$ cat config.mk
export PLATFORM = sky130hd
export DESIGN_NAME = pheap_level
export DESIGN_NICKNAME = d
export VERILOG_FILES = /design/src/rtl/pheap_level_pkg.sv /design/src/rtl/pheap_level_mem.sv /design/src/rtl/pheap_level.sv
export SDC_FILE = /design/constraint.sdc
export NUM_CORES = 1
export LEC_CHECK = 0
export BUFFER_PORTS_ARGS = -buffer_cell sky130_fd_sc_hd__buf_2
export CAP_MARGIN = 15
export CORE_MARGIN = 1.5
export CORE_UTILIZATION = 51
export DETAILED_ROUTE_END_ITERATION = 10
export PLACE_DENSITY = 0.81
export SLEW_MARGIN = 10
export SYNTH_ARGS = -nofsm -noshare
export SYNTH_HDL_FRONTEND = slang
export SYNTH_SLANG_ARGS = --single-unit
export TNS_END_PERCENT = 30
$ cat constraint.sdc
create_clock -name clk -period 3.95 [get_ports clk]
set_input_delay 0.5925 -clock clk [delete_from_list [all_inputs] [get_ports clk]]
set_output_delay 0.5925 -clock clk [all_outputs]
set_load 0.02 [all_outputs]
$ cat src/rtl/pheap_level_pkg.sv
// Shared types for the pipelined heap: key/value payload (pq_pkg) and
// per-level node, opcode and handshake types (pheapTypes).
package pq_pkg;
    localparam int KEY_W = 8;
    localparam int VAL_W = 8;

    typedef struct packed {
        logic [KEY_W-1:0] key;
        logic [VAL_W-1:0] value;
    } kv_t;

    localparam kv_t KV_EMPTY = '{key: '0, value: '0};
endpackage

package pheapTypes;
    import pq_pkg::*;

    localparam int LEVELS = 3;
    localparam int CAP_W  = LEVELS;

    typedef enum logic [1:0] {
        OP_NOP = 2'd0,
        OP_LEQ = 2'd1,
        OP_DEQ = 2'd2,
        OP_RSV = 2'd3
    } opcode_t;

    typedef enum logic [1:0] {
        WAIT       = 2'd0,
        NEXT_LEVEL = 2'd1,
        DONE       = 2'd2
    } done_t;

    typedef enum logic {
        ST_IDLE = 1'b0,
        ST_EXEC = 1'b1
    } lvl_state_t;

    typedef struct packed {
        kv_t              kv;
        logic [CAP_W-1:0] capacity;
        logic             active;
    } entry_t;

    localparam entry_t ENTRY_EMPTY = '{kv: KV_EMPTY, capacity: '0, active: 1'b0};

    // Protocol-check flag positions
    localparam int CHK_OP    = 0;
    localparam int CHK_START = 1;
    localparam int CHK_FULL  = 2;
    localparam int CHK_IDLE  = 3;
    localparam int CHK_OVF   = 4;
    localparam int CHK_N     = 5;

    // Free slots in the subtree rooted at a node of the given level.
    function automatic logic [CAP_W-1:0] cap_reset(input int level);
        return CAP_W'((1 << (LEVELS - level + 1)) - 1);
    endfunction
endpackage

$ cat src/rtl/pheap_level_mem.sv
// Node storage for one heap level: one synchronous write port, a
// combinational child-pair read for the parent and a single read for this level.
module pheap_level_mem
    import pq_pkg::*;
    import pheapTypes::*;
#(
    parameter int LEVEL = 2,
    localparam int N  = 1 << (LEVEL - 1),
    localparam int TW = (LEVEL > 2) ? LEVEL - 2 : 1
) (
    input  logic             clk,
    input  logic             rst,
    input  logic             we_i,
    input  logic [LEVEL-2:0] waddr_i,
    input  entry_t           wdata_i,
    input  logic [TW-1:0]    raddr_top_i,
    input  logic [LEVEL-2:0] raddr_i,
    output entry_t           rd_l_o,
    output entry_t           rd_r_o,
    output entry_t           rd_o
);
    entry_t           mem_q [N];
    logic [LEVEL-2:0] idx_l;
    logic [LEVEL-2:0] idx_r;

    generate
        if (LEVEL > 2) begin : g_pair
            assign idx_l = {raddr_top_i, 1'b0};
            assign idx_r = {raddr_top_i, 1'b1};
        end else begin : g_single_pair
            // Level 2 holds exactly one sibling pair, so the parent index is moot.
            logic unused_top;
            assign unused_top = ^raddr_top_i;
            assign idx_l = 1'b0;
            assign idx_r = 1'b1;
        end
    endgenerate

    always_ff @(posedge clk) begin
        if (rst) begin
            for (int i = 0; i < N; i++) begin
                mem_q[i] <= '{kv: KV_EMPTY, capacity: cap_reset(LEVEL), active: 1'b0};
            end
        end else if (we_i) begin
            mem_q[waddr_i] <= wdata_i;
        end
    end

    assign rd_l_o = mem_q[idx_l];
    assign rd_r_o = mem_q[idx_r];
    assign rd_o   = mem_q[raddr_i];
endmodule

$ cat src/rtl/pheap_level.sv
// Lower-level pipelined-heap stage: push-down enqueue / refill dequeue on one node.
// Optional protocol checking is enabled with PHEAP_LEVEL_CHECK_EN.
//   state   | meaning
//   ST_IDLE | waiting for start from the level above
//   ST_EXEC | one-cycle execute: node write and optional forward downward
module pheap_level
    import pq_pkg::*;
    import pheapTypes::*;
#(
    parameter int LEVEL = 2,
    localparam int TW = (LEVEL > 2) ? LEVEL - 2 : 1
) (
    input  logic             clk,
    input  logic             rst,
    input  logic             start,
    input  opcode_t          op,
    input  kv_t              in,
    input  logic [LEVEL-2:0] pos,
    input  logic [TW-1:0]    raddrTop,
    output entry_t           rTopL,
    output entry_t           rTopR,
    input  entry_t           rBotL,
    input  entry_t           rBotR,
    output logic [LEVEL-2:0] raddrBot,
    output logic             startBot,
    output opcode_t          opBot,
    output kv_t              out,
    output logic [LEVEL-1:0] posBot,
    output done_t            done,
    output logic             err
);
    localparam bit LAST = (LEVEL == LEVELS);

    lvl_state_t       state_q, state_d;
    opcode_t          op_q, op_d;
    kv_t              in_q, in_d;
    logic [LEVEL-2:0] pos_q, pos_d;

    entry_t           node;
    entry_t           wdata;
    logic             we;
    kv_t              keep;
    kv_t              push;
    logic             end_pos;
    logic             side;
    logic [CAP_W-1:0] cap_dec;
    logic [CAP_W-1:0] cap_inc;
    logic [CHK_N-1:0] chk_vec;

    pheap_level_mem #(.LEVEL(LEVEL)) u_mem (
        .clk         (clk),
        .rst         (rst),
        .we_i        (we),
        .waddr_i     (pos_q),
        .wdata_i     (wdata),
        .raddr_top_i (raddrTop),
        .raddr_i     (pos_q),
        .rd_l_o      (rTopL),
        .rd_r_o      (rTopR),
        .rd_o        (node)
    );

    always_ff @(posedge clk) begin
        if (rst) begin
            state_q <= ST_IDLE;
            op_q    <= OP_NOP;
            in_q    <= KV_EMPTY;
            pos_q   <= '0;
        end else begin
            state_q <= state_d;
            op_q    <= op_d;
            in_q    <= in_d;
            pos_q   <= pos_d;
        end
    end

    assign raddrBot = pos_q;

    // Descend toward the subtree with room; prefer the smaller-key side when both have room.
    always_comb begin
        end_pos = 1'b1;
        if (rBotL.capacity != '0 && rBotR.capacity != '0) begin
            end_pos = (rBotL.kv.key <= rBotR.kv.key) ? 1'b0 : 1'b1;
        end else if (rBotL.capacity != '0) begin
            end_pos = 1'b0;
        end
    end

    always_comb begin
        state_d  = state_q;
        op_d     = op_q;
        in_d     = in_q;
        pos_d    = pos_q;
        we       = 1'b0;
        wdata    = node;
        done     = DONE;
        startBot = 1'b0;
        opBot    = op_q;
        out      = KV_EMPTY;
        posBot   = '0;
        chk_vec  = '0;
        keep     = node.kv;
        push     = in_q;
        side     = 1'b0;
        cap_dec  = (node.capacity == '0) ? '0 : node.capacity - 1'b1;
        cap_inc  = node.capacity + 1'b1;

        case (state_q)
            ST_IDLE: begin
                if (start) begin
                    op_d    = op;
                    in_d    = in;
                    pos_d   = pos;
                    done    = WAIT;
                    state_d = ST_EXEC;
                end
            end
            ST_EXEC: begin
                state_d          = ST_IDLE;
                chk_vec[CHK_START] = start;
                case (op_q)
                    OP_LEQ: begin
                        we = 1'b1;
                        if (!node.active) begin
                            wdata = '{kv: in_q, capacity: cap_dec, active: 1'b1};
                        end else begin
                            if (in_q.key > node.kv.key) begin
                                keep = in_q;
                                push = node.kv;
                            end
                            wdata = '{kv: keep, capacity: cap_dec, active: 1'b1};
                            if (LAST) begin
                                chk_vec[CHK_FULL] = 1'b1;
                            end else begin
                                done     = NEXT_LEVEL;
                                startBot = 1'b1;
                                out      = push;
                                posBot   = {pos_q, end_pos};
                            end
                        end
                    end
                    OP_DEQ: begin
                        we                = 1'b1;
                        chk_vec[CHK_IDLE] = !node.active;
                        chk_vec[CHK_OVF]  = (node.capacity >= cap_reset(LEVEL));
                        if (!rBotL.active && !rBotR.active) begin
                            wdata = '{kv: KV_EMPTY, capacity: cap_inc, active: 1'b0};
                        end else begin
                            side     = !(rBotL.active &&
                                         (!rBotR.active || rBotL.kv.key >= rBotR.kv.key));
                            wdata    = '{kv: side ? rBotR.kv : rBotL.kv,
                                         capacity: cap_inc, active: 1'b1};
                            done     = NEXT_LEVEL;
                            startBot = 1'b1;
                            posBot   = {pos_q, side};
                        end
                    end
                    default: chk_vec[CHK_OP] = 1'b1;
                endcase
            end
            default: state_d = ST_IDLE;
        endcase
    end

`ifdef PHEAP_LEVEL_CHECK_EN
    logic err_q, err_d;

    assign err_d = err_q | (|chk_vec);

    always_ff @(posedge clk) begin
        if (rst) begin
            err_q <= 1'b0;
        end else begin
            err_q <= err_d;
        end
    end

    always_ff @(posedge clk) begin
        if (!rst) begin
            assert (!chk_vec[CHK_OP])    else $warning("pheap_level L%0d: illegal opcode", LEVEL);
            assert (!chk_vec[CHK_START]) else $warning("pheap_level L%0d: start while busy", LEVEL);
            assert (!chk_vec[CHK_FULL])  else $warning("pheap_level L%0d: enqueue into full leaf", LEVEL);
            assert (!chk_vec[CHK_IDLE])  else $warning("pheap_level L%0d: dequeue of empty node", LEVEL);
            assert (!chk_vec[CHK_OVF])   else $warning("pheap_level L%0d: capacity overflow", LEVEL);
        end
    end

    assign err = err_q;
`else
    logic unused_chk;
    assign unused_chk = ^chk_vec;
    assign err        = 1'b0;
`endif
endmodule

==> impl_metrics.csv, run 1 <==
group,metric,value,unit
clock_tree,post_cts_buffers,0,
clock_tree,insertion_delay,0.33,ns
floorplan,dieArea,7900,um2
setup_path,regToRegEndpoint,"u_mem.mem_q[0][19]",
timing,setup_violations,0,
timing,worst_slack,0.264,ns
setup_path,cp_max_fo,13,
timing,final_hold_viol_count,0,
power,power.density,334,nW/um2
place,place_ws,0.330,ns
power,p_leak,0.00217,uW
setup_path,cp_data_arrival_time,3.09,ns
route,wl,10.3,mm
floorplan,placement_rows,31,
timing,setup_tns,0,ns
setup_path,start_kind,"flop",
floorplan,die_x,88.9,um
synth,synth_cell_types,39,
synth,ys_seq_area_share,43.1,%
layout,n_antenna_cell,0,
timing,relSlewSlack,23.9,%
clock_tree,htreeDepth,3,
route,wl_per_cell,16.9,um
clock_tree,holdBufCountCts,0,
layout,syn2layout_area_growth,23.9,%
layout,drive_above_1_share,34.0,%
clock_tree,clkTransAtPathRegs,0.06,ns
place,portBuffers,125,
timing,post-route-period-util,93.3,%
floorplan,ios,128,
setup_path,critical_path_class,"reg2out",
power,vdd_drop_max,0.000205,V
hold_path,hold_path_depth,2,
global_route,grt_pass1_vias,3225,
route,drt-initial-drc-count,170,
hold_path,whs_endpoint,"in_q[4]",
place,dp_hpwl,7.51,mm
timing,grt_setup_unrepaired,"false",
global_route,grt_max_degree,25,
layout,finish.instance_area,4660,um2
clock_tree,cts-resized-gates,1,
clock_tree,cts_buffer_depth,2,
place,place.gp.congestion,0.887,
place,place_area,4480,um2
timing,timing.final.crit_period,3.69,ns
route,firstDrtPassIters,5,
timing,slew_violations,0,
timing,skew,0.00633,ns
global_route,grtUsageTotal,26.1,%
setup_path,r2r_cells,10,
clock_tree,cts_sinks,61,
timing,clock.fmax,271,MHz
hold_path,hp-class,"reg2reg",
floorplan,coreArea,7210,um2
setup_path,required,3.36,ns
floorplan,die_h,88.9,um
synth,synth.cell_area,3760,um2
layout,nFillCells,624,
setup_path,endpoint_kind,"primary output",
route,final_antenna_net_count,0,
setup_path,reg2reg_slack,0.82,ns
synth,yosys_warnings,0,
route,via_per_inst,5.64,
clock_tree,cts_tree,"yes",
route,vias,3432,
synth,synth.net_count,465,
floorplan,start_util,52.2,%
global_route,grt_overflow_total,0,
status,status,"finished clean",
global_route,grt_pass1_wl,15.4,mm
layout,layout.nets,589,
synth,synth_seq_cells,61,
route,drcViolationCount,0,
synth,syn-mean-instance-area,9.90,um2
clock_tree,numCtsBuffers,9,
global_route,antenna_found_initial,0,
hold_path,hold_path.startpoint,"in_q[4]",
clock_tree,clock-root-buffer,"clkbuf_8",
timing,tightest_slew,1.14,ns
flow_run,drv_cap,0,
synth,syn-instance-count,380,
==> sequential cells by signal, summed over array words and instances, names as in the netlist, named ones only <==
| register | flops |
|---|---|
| raddrBot | 1 |
| in_q | 16 |
| state_q | 1 |
| u_mem.mem_q | 40 |
| opBot | 2 |
==> through the flow <==
stage	power [uW]	hold WS (ns)	utilization, %	instances
final	1560	0.475	64.6	608
after global routing	1630	0.494	64.6	608
after CTS	1560	0.475	64.6	608
after detailed placement	1050	0.468	62.0	592
after global placement	1040	0.456	62.0	592
after floorplan	951	0.448	-	380
==> layout make-up <==
type                            count  area (um2)  share of cell area, %
Clock inverter                      7        56.3                   1.21
Timing Repair Buffer              134         693                   14.9
Inverter                           25        93.8                   2.01
Multi-Input combinational cell    273        1950                   41.8
Sequential cell                    61        1620                   34.8
Tap cell                           99         124                   2.66
Clock buffer                        9         124                   2.66
==> cells in the mapped netlist <==
cell type	count	share of area [%]
a211oi_1	3	0.60
a21oi_1	29	3.9
a21oi_2	1	0.23
a21oi_4	1	0.43
a221o_1	1	0.27
a221oi_1	1	0.23
a311o_2	1	0.30
and2_1	3	0.50
and4_1	1	0.23
buf_1	1	0.10
buf_12	1	0.53
buf_2	2	0.27
buf_4	3	0.60
buf_6	1	0.30
clkbuf_1	13	1.3
conb_1	1	0.10
dfxtp_1	21	11
edfxtp_1	40	32
ha_1	22	7.3
inv_1	25	2.5
mux2_2	18	5.4
mux2i_1	50	13
nand2_1	48	4.8
nand2_2	1	0.17
nand2b_1	4	0.66
nand3_1	2	0.27
nand4_1	2	0.33
nand4_2	1	0.33
nand4bb_1	1	0.30
nor2_1	30	3.0
nor2b_1	6	1.0
nor3_1	4	0.53
o211ai_1	1	0.20
o21a_1	1	0.20
o21ai_0	5	0.66
o22ai_1	32	5.3
o31a_1	1	0.23
o41ai_2	1	0.43
or2_2	1	0.17
==> logic make-up after synthesis <==
logic type	share of synthesized area, %
mux	18.7
simple gates	12.3
other cells	0.0996
compound gates	13.0
flops	43.1
fa+ha+maj	7.31
buf+inv	5.59
==> worst max-delay path, cell delays in order, from the launching register on <==
cell	delay, ns
dfxtp_2	0.52
mux2_2	0.41
inv_1	0.07
ha_1	0.23
a211oi_1	0.20
nor2_1	0.09
nand4bb_1	0.32
nand2_4	0.28
buf_4	0.21
mux2i_1	0.20
nor2_1	0.07
buf_2	0.16
==> worst max-delay path by stage <==
stage / endpoint / slack, ns / cells past startpoint
CTS: out[9] / 0.16 / 11
global placement: out[9] / 0.43 / 11
detailed placement: out[9] / 0.33 / 11
floorplan: out[8] / 0.16 / 12
global route: out[9] / 0.06 / 11
finish: out[9] / 0.26 / 11
==> where the power goes <==
group	internal (uW)	switching (uW)	total (uW)
sequential	706	22.1	728
clock	281	233	515
combinational	133	183	316
==> placed cells by master (no fill, tap or decap), types with 2 or more instances in the layout <==
cell	instances
buf_2	125
mux2i_1	50
nand2_1	48
edfxtp_1	40
o22ai_1	32
nor2_1	30
a21oi_1	29
inv_1	25
ha_1	22
dfxtp_1	20
mux2_2	18
clkbuf_8	9
buf_4	9
nor2b_1	6
o21ai_0	5
nand2b_1	4
nor3_1	4
a211oi_1	3
and2_1	3
clkinv_1	3
clkinv_2	3
nand4_1	2
nand3_1	2
==> per-layer routing <==
metal  GRT usage, %  vias to the layer above  part of all wire, %
li1               -                     1622                    -
met1           30.6                     1622                   41
met2           46.3                      165                   50
met3           4.62                       23                  6.4
met4           12.2                        0                  2.9
met5              0                        -                    0
Power figures use the tool's default switching activity.
==> inputs of run 2 (changes only) <==
Settings changed: CORE_MARGIN 1.5 to default.
==> run 2 against run 1 <==
- critical endpoint is now out[8]
- hold slack hardly changed
- non-clock buffer count is 1 lower
- global-route usage is 2.0 points higher
- largest cell class unchanged
==> impl_metrics.csv, run 2 (synthesized netlist as in run 1, its figures left out) <==
group,metric,value,unit
status,status,"finished clean",
floorplan,start_util,54.2,%
power,p_leak,0.00218,uW
global_route,gr-usage-met3,6.13,%
timing,timing.final.crit_period,3.76,ns
layout,layout.nets,588,
global_route,grtUsageTotal,28.0,%
global_route,antenna_found_initial,0,
floorplan,die_h,87.9,um
route,vias,3392,
timing,setup_violations,0,
layout,final_cells,604,
layout,final_common_cell,"buf_2",
power,power.density,352,nW/um2
hold_path,hp-class,"reg2reg",
floorplan,placement_rows,30,
setup_path,slowest_stage,"mux2_2",
layout,mostFrequentLayoutCells,"125 x buf_2, 50 x mux2i_1, 48 x nand2_1, 40 x edfxtp_1, 32 x o22ai_1",
route,drt-initial-drc-count,206,
timing,relSlewSlack,24.4,%
clock_tree,numCtsBuffers,9,
layout,top_register,"u_mem.mem_q",
clock_tree,htreeDepth,3,
clock_tree,cts_tree,"yes",
layout,syn2layout_area_growth,24.4,%
setup_path,endpoint_kind,"primary output",
timing,skew,0.00937,ns
global_route,grt_max_degree,25,
setup_path,cp_max_fo,15,
setup_path,start_kind,"flop",
timing,clock.fmax,266,MHz
route,via_per_inst,5.62,
floorplan,die_x,87.9,um
route,wl_per_cell,17.1,um
power,clkPwrFrac,36.6,%
power,swShare,27.0,%
global_route,grtUsageMet1,34.5,%
layout,largest_reg_flops,40,
clock_tree,post_cts_buffers,0,
setup_path,critical_path_class,"reg2out",
clock_tree,cts_buffer_depth,2,
setup_path,critical-path-top-delay-family,"simple AND/OR/NAND/NOR gates",
power,power.total,1650,uW
global_route,groute.layer.met2.usage,47.1,%
route,firstDrtPassIters,5,
global_route,grt_pass1_vias,3239,
route,drcViolationCount,0,
place,dp_hpwl,7.46,mm
power,p_int,1200,uW
layout,n_antenna_cell,0,
setup_path,crit_chain,"buf_4 > mux2_2 > inv_1 > ha_1 > a211oi_1 > nor2_1 > nand4bb_1 > nand2_4 > nor2_1 > a211oi_1 > buf_2",
clock_tree,cts_sinks,61,
global_route,grt_overflow_total,0,
setup_path,required,3.36,ns
power,p_seq_share,44.0,%
layout,nFillCells,560,
layout,drive_above_1_share,33.7,%
place,portBuffers,125,
setup_path,cp_slowest_stage_delay,0.39,ns
timing,setup_tns,0,ns
place,place.gp.congestion,0.840,
place,place_inst,588,
route,wl,10.3,mm
timing,tightest_slew,1.13,ns
power,pwr-share-comb,19.4,%
layout,multi_input_area,1950,um2
layout,utilization,67.4,%
timing,post-route-period-util,95.1,%
layout,regArea,1620,um2
global_route,grt-busiest-layer,"met2",
power,p_switching,445,uW
clock_tree,holdBufCountCts,0,
floorplan,ios,128,
floorplan,dieArea,7730,um2
global_route,grt_pass1_wl,16.0,mm
setup_path,cp_data_arrival_time,3.16,ns
route,final_antenna_net_count,0,
clock_tree,insertion_delay,0.34,ns
power,vdd_drop_max,0.000171,V
clock_tree,clock-root-buffer,"clkbuf_8",
setup_path,worst-path-buf-inv,3,
floorplan,coreArea,6940,um2
timing,slew_violations,0,
clock_tree,clkTransAtPathRegs,0.07,ns
flow_run,drv_cap,0,
timing,final_hold_viol_count,0,
==> run 2: cell count changes in the layout (fill, tap and decap cells not counted), sizes merged <==
cell / before / now
bufinv: 1 / 2
clkinv: 6 / 4
buf: 134 / 133
clkbuf: 9 / 10
==> run 2: path summary, 6_finish.rpt <==
check | depth (start not counted) | to | startpoint | slack [ns]
setup reg to reg | 11 | u_mem.mem_q[0][10] | flop | 0.65
hold / removal | 2 | in_q[2] | in_q[2] | 0.48
setup / recovery | 11 | out[8] | flop | 0.19
hold reg to reg | 2 | in_q[2] | in_q[2] | 0.48
==> run 2: metal layers <==
layer	part of all wire [%]	vias up
li1	-	1622
met1	41	1585
met2	49	168
met3	7.6	17
met4	2.6	0
met5	0	-
==> run 2: area by class of cell <==
| cell class | instances | share of cell area [%] |
|---|---|---|
| multi-input combinational | 273 | 41.6 |
| sequential | 61 | 34.6 |
| timing repair buffer | 133 | 14.6 |
| clock buffer | 10 | 2.94 |
| tap | 96 | 2.56 |
| inverter | 25 | 2.00 |
| clock inverter | 6 | 1.63 |
==> run 2: per-stage QoR <==
stage	worst slack (ns)	area [um2]	hold slack [ns]
after floorplan	0.159	3760	0.448
final	0.193	4680	0.475
after global placement	0.575	4460	0.460
after CTS	0.119	4680	0.474
after detailed placement	0.510	4460	0.465
after global routing	-0.0148	4680	0.498
==> run 2: power by group through the flow <==
stage          combinational (uW)  clock, uW  sequential (uW)
3_5_place_dp                  314          0              739
2_1_floorplan                 196          0              756
4_1_cts                       316        604              725
3_3_place_gp                  303          0              737
5_1_grt                       348        634              728
6_report                      319        603              725
==> run 2: what timing repair did <==
action                                 4_1_cts  5_1_grt
resized for setup                            0        1
endpoints found under the hold margin        0        0
setup endpoints to repair                    0        4
==> run 2: worst reg2reg max path, stage by stage (launching register included) <==
cell	delay (ns)
dfxtp_1	0.33
buf_4	0.23
mux2_2	0.39
inv_1	0.06
ha_1	0.22
a211oi_1	0.20
nor2_1	0.10
nand4bb_1	0.34
a21oi_4	0.44
buf_4	0.29
mux2i_1	0.27
o22ai_1	0.13
==> inputs of run 3 (changes only) <==
--- a/constraint.sdc
+++ b/constraint.sdc
@@ -3,2 +3,2 @@
 set_output_delay 0.5925 -clock clk [all_outputs]
-set_load 0.02 [all_outputs]
+set_load 0.005 [all_outputs]
==> run 3 against run 2 <==
- wire length is 0.61% lower
- die area is the same
- combinational power down 7.2%
- core utilization shrank 0.99 points
- sequential cell count stayed put
- first-iteration DRC count rose by 4.9%
- power is 10% lower
- setup slack better by 0.056 ns
- clock skew up 0.0059 ns
- cell count fell by 0.17%
- global-route usage shrank 0.66 points
- largest cell class unchanged
- largest power group unchanged
- highest routed layer unchanged
==> impl_metrics.csv, run 3 (synthesized netlist as in run 1, its figures left out) <==
group,metric,value,unit
status,status,"finished clean",
setup_path,endpoint_kind,"primary output",
global_route,grt_pass1_wl,15.9,mm
clock_tree,cts_sinks,61,
clock_tree,insertion_delay,0.35,ns
route,drcViolationCount,0,
setup_path,start_kind,"flop",
setup_path,r2r_cells,11,
hold_path,hold_path.startpoint,"in_q[4]",
layout,drive_above_1_share,33.1,%
setup_path,crit_chain,"buf_4 > mux2_2 > inv_1 > ha_1 > a211oi_1 > nor2_1 > nand4bb_1 > nand2_4 > nor2_1 > a211oi_1 > buf_2",
layout,largest_reg_flops,40,
floorplan,die_x,87.9,um
power,vdd_drop_max,0.000172,V
floorplan,placement_rows,30,
clock_tree,htreeDepth,3,
place,dp_hpwl,7.29,mm
route,firstDrtPassIters,5,
floorplan,coreArea,6940,um2
timing,slew_violations,0,
flow_run,drv_cap,0,
layout,top_register,"u_mem.mem_q",
setup_path,reg2reg_slack,0.69,ns
global_route,grt_max_degree,25,
clock_tree,clock-root-buffer,"clkbuf_8",
clock_tree,numCtsBuffers,9,
timing,holdWs,0.475,ns
setup_path,worst-path-buf-inv,3,
timing,grt_setup_unrepaired,"false",
floorplan,die_h,87.9,um
clock_tree,post_cts_buffers,0,
timing,clock.fmax,270,MHz
timing,post-route-period-util,93.7,%
place,place_inst,587,
timing,tightest_slew,1.17,ns
layout,final_cells,603,
power,power.total,1480,uW
route,drt-initial-drc-count,216,
setup_path,slowest_stage,"dfxtp_1",
route,wl,10.2,mm
layout,layout.nets,587,
place,portBuffers,125,
floorplan,dieArea,7730,um2
power,p_leak,0.00215,uW
route,final_antenna_net_count,0,
timing,setup_tns,0,ns
timing,skew,0.0153,ns
layout,mostFrequentLayoutCells,"125 x buf_2, 50 x mux2i_1, 48 x nand2_1, 40 x edfxtp_1, 32 x o22ai_1",
setup_path,crit_cells,11,
hold_path,hp-class,"reg2reg",
layout,n_antenna_cell,0,
global_route,grt_pass1_vias,3339,
layout,syn2layout_area_growth,22.6,%
setup_path,critical_path_class,"reg2out",
global_route,grtUsageTotal,27.4,%
setup_path,regToRegEndpoint,"u_mem.mem_q[0][16]",
timing,timing.final.crit_period,3.70,ns
setup_path,cp_max_fo,17,
clock_tree,cts_tree,"yes",
place,place.gp.congestion,0.842,
floorplan,ios,128,
route,via_per_inst,5.72,
timing,relSlewSlack,22.3,%
timing,final_hold_viol_count,0,
setup_path,cp_slowest_stage_delay,0.43,ns
clock_tree,clkTransAtPathRegs,0.06,ns
layout,final_common_cell,"buf_2",
clock_tree,cts_buffer_depth,2,
layout,nFillCells,557,
global_route,antenna_found_initial,0,
global_route,grt_overflow_total,0,
setup_path,required,3.36,ns
hold_path,whs_endpoint,"in_q[4]",
layout,utilization,66.5,%
route,vias,3450,
timing,setup_violations,0,
floorplan,start_util,54.2,%
route,wl_per_cell,17.0,um
setup_path,critical-path-top-delay-family,"simple AND/OR/NAND/NOR gates",
hold_path,hold_path_depth,2,
power,power.density,320,nW/um2
setup_path,cp_data_arrival_time,3.11,ns
-- run 3: cell count changes in the layout (fill, tap and decap cells not counted), sizes merged --
| cell | delta |
|---|---|
| buf | -1 |
| clkbuf | +3 |
| bufinv | -2 |
| clkinv | -1 |
-- run 3: timing repair --
item | 4_1_cts | 5_1_grt
hold buffers | 0 | 0
gates resized for setup | 0 | 1
endpoints found under the setup margin | 0 | 7
-- run 3: how the worst max path moves through the flow --
stage | from | endpoint | slack [ns]
after floorplan | flop | out[8] | 0.48
after global placement | flop | out[8] | 0.53
after detailed placement | flop | out[8] | 0.49
after CTS | flop | out[8] | 0.12
after global routing | flop | out[8] | 0.02
final | flop | out[8] | 0.25
-- run 3: report_power, final --
group / leakage [uW] / internal (uW) / switching (uW)
logic: 0.00150 / 131 / 165
clock network: 0.0000788 / 224 / 232
registers: 0.000572 / 706 / 20.5
-- run 3: stage by stage --
step | setup WS (ns) | cell area [um2]
6_report | 0.249 | 4610
5_1_grt | 0.0218 | 4610
4_1_cts | 0.119 | 4610
3_5_place_dp | 0.495 | 4460
3_3_place_gp | 0.533 | 4460
2_1_floorplan | 0.480 | 3760
-- run 3: area by class of cell --
cell class | instances | area [um2] | share of cell area (%)
Clock inverter | 3 | 13.8 | 0.298
Inverter | 25 | 93.8 | 2.03
Sequential cell | 61 | 1620 | 35.1
Tap cell | 96 | 120 | 2.60
Clock buffer | 13 | 139 | 3.01
Multi-Input combinational cell | 273 | 1950 | 42.2
Timing Repair Buffer | 132 | 678 | 14.7
-- run 3: worst min-delay path: stages (launching register included) --
cell     delay, ns
dfxtp_1       0.32
nand2_1       0.06
a21oi_1       0.05
-- run 3: layer usage --
metal	track usage, %	up-vias	part of all wire [%]
met1	33.7	1621	41
met5	0	-	0
met3	6.69	22	8.8
li1	-	1617	-
met2	46.6	190	48
met4	10.1	0	2.0
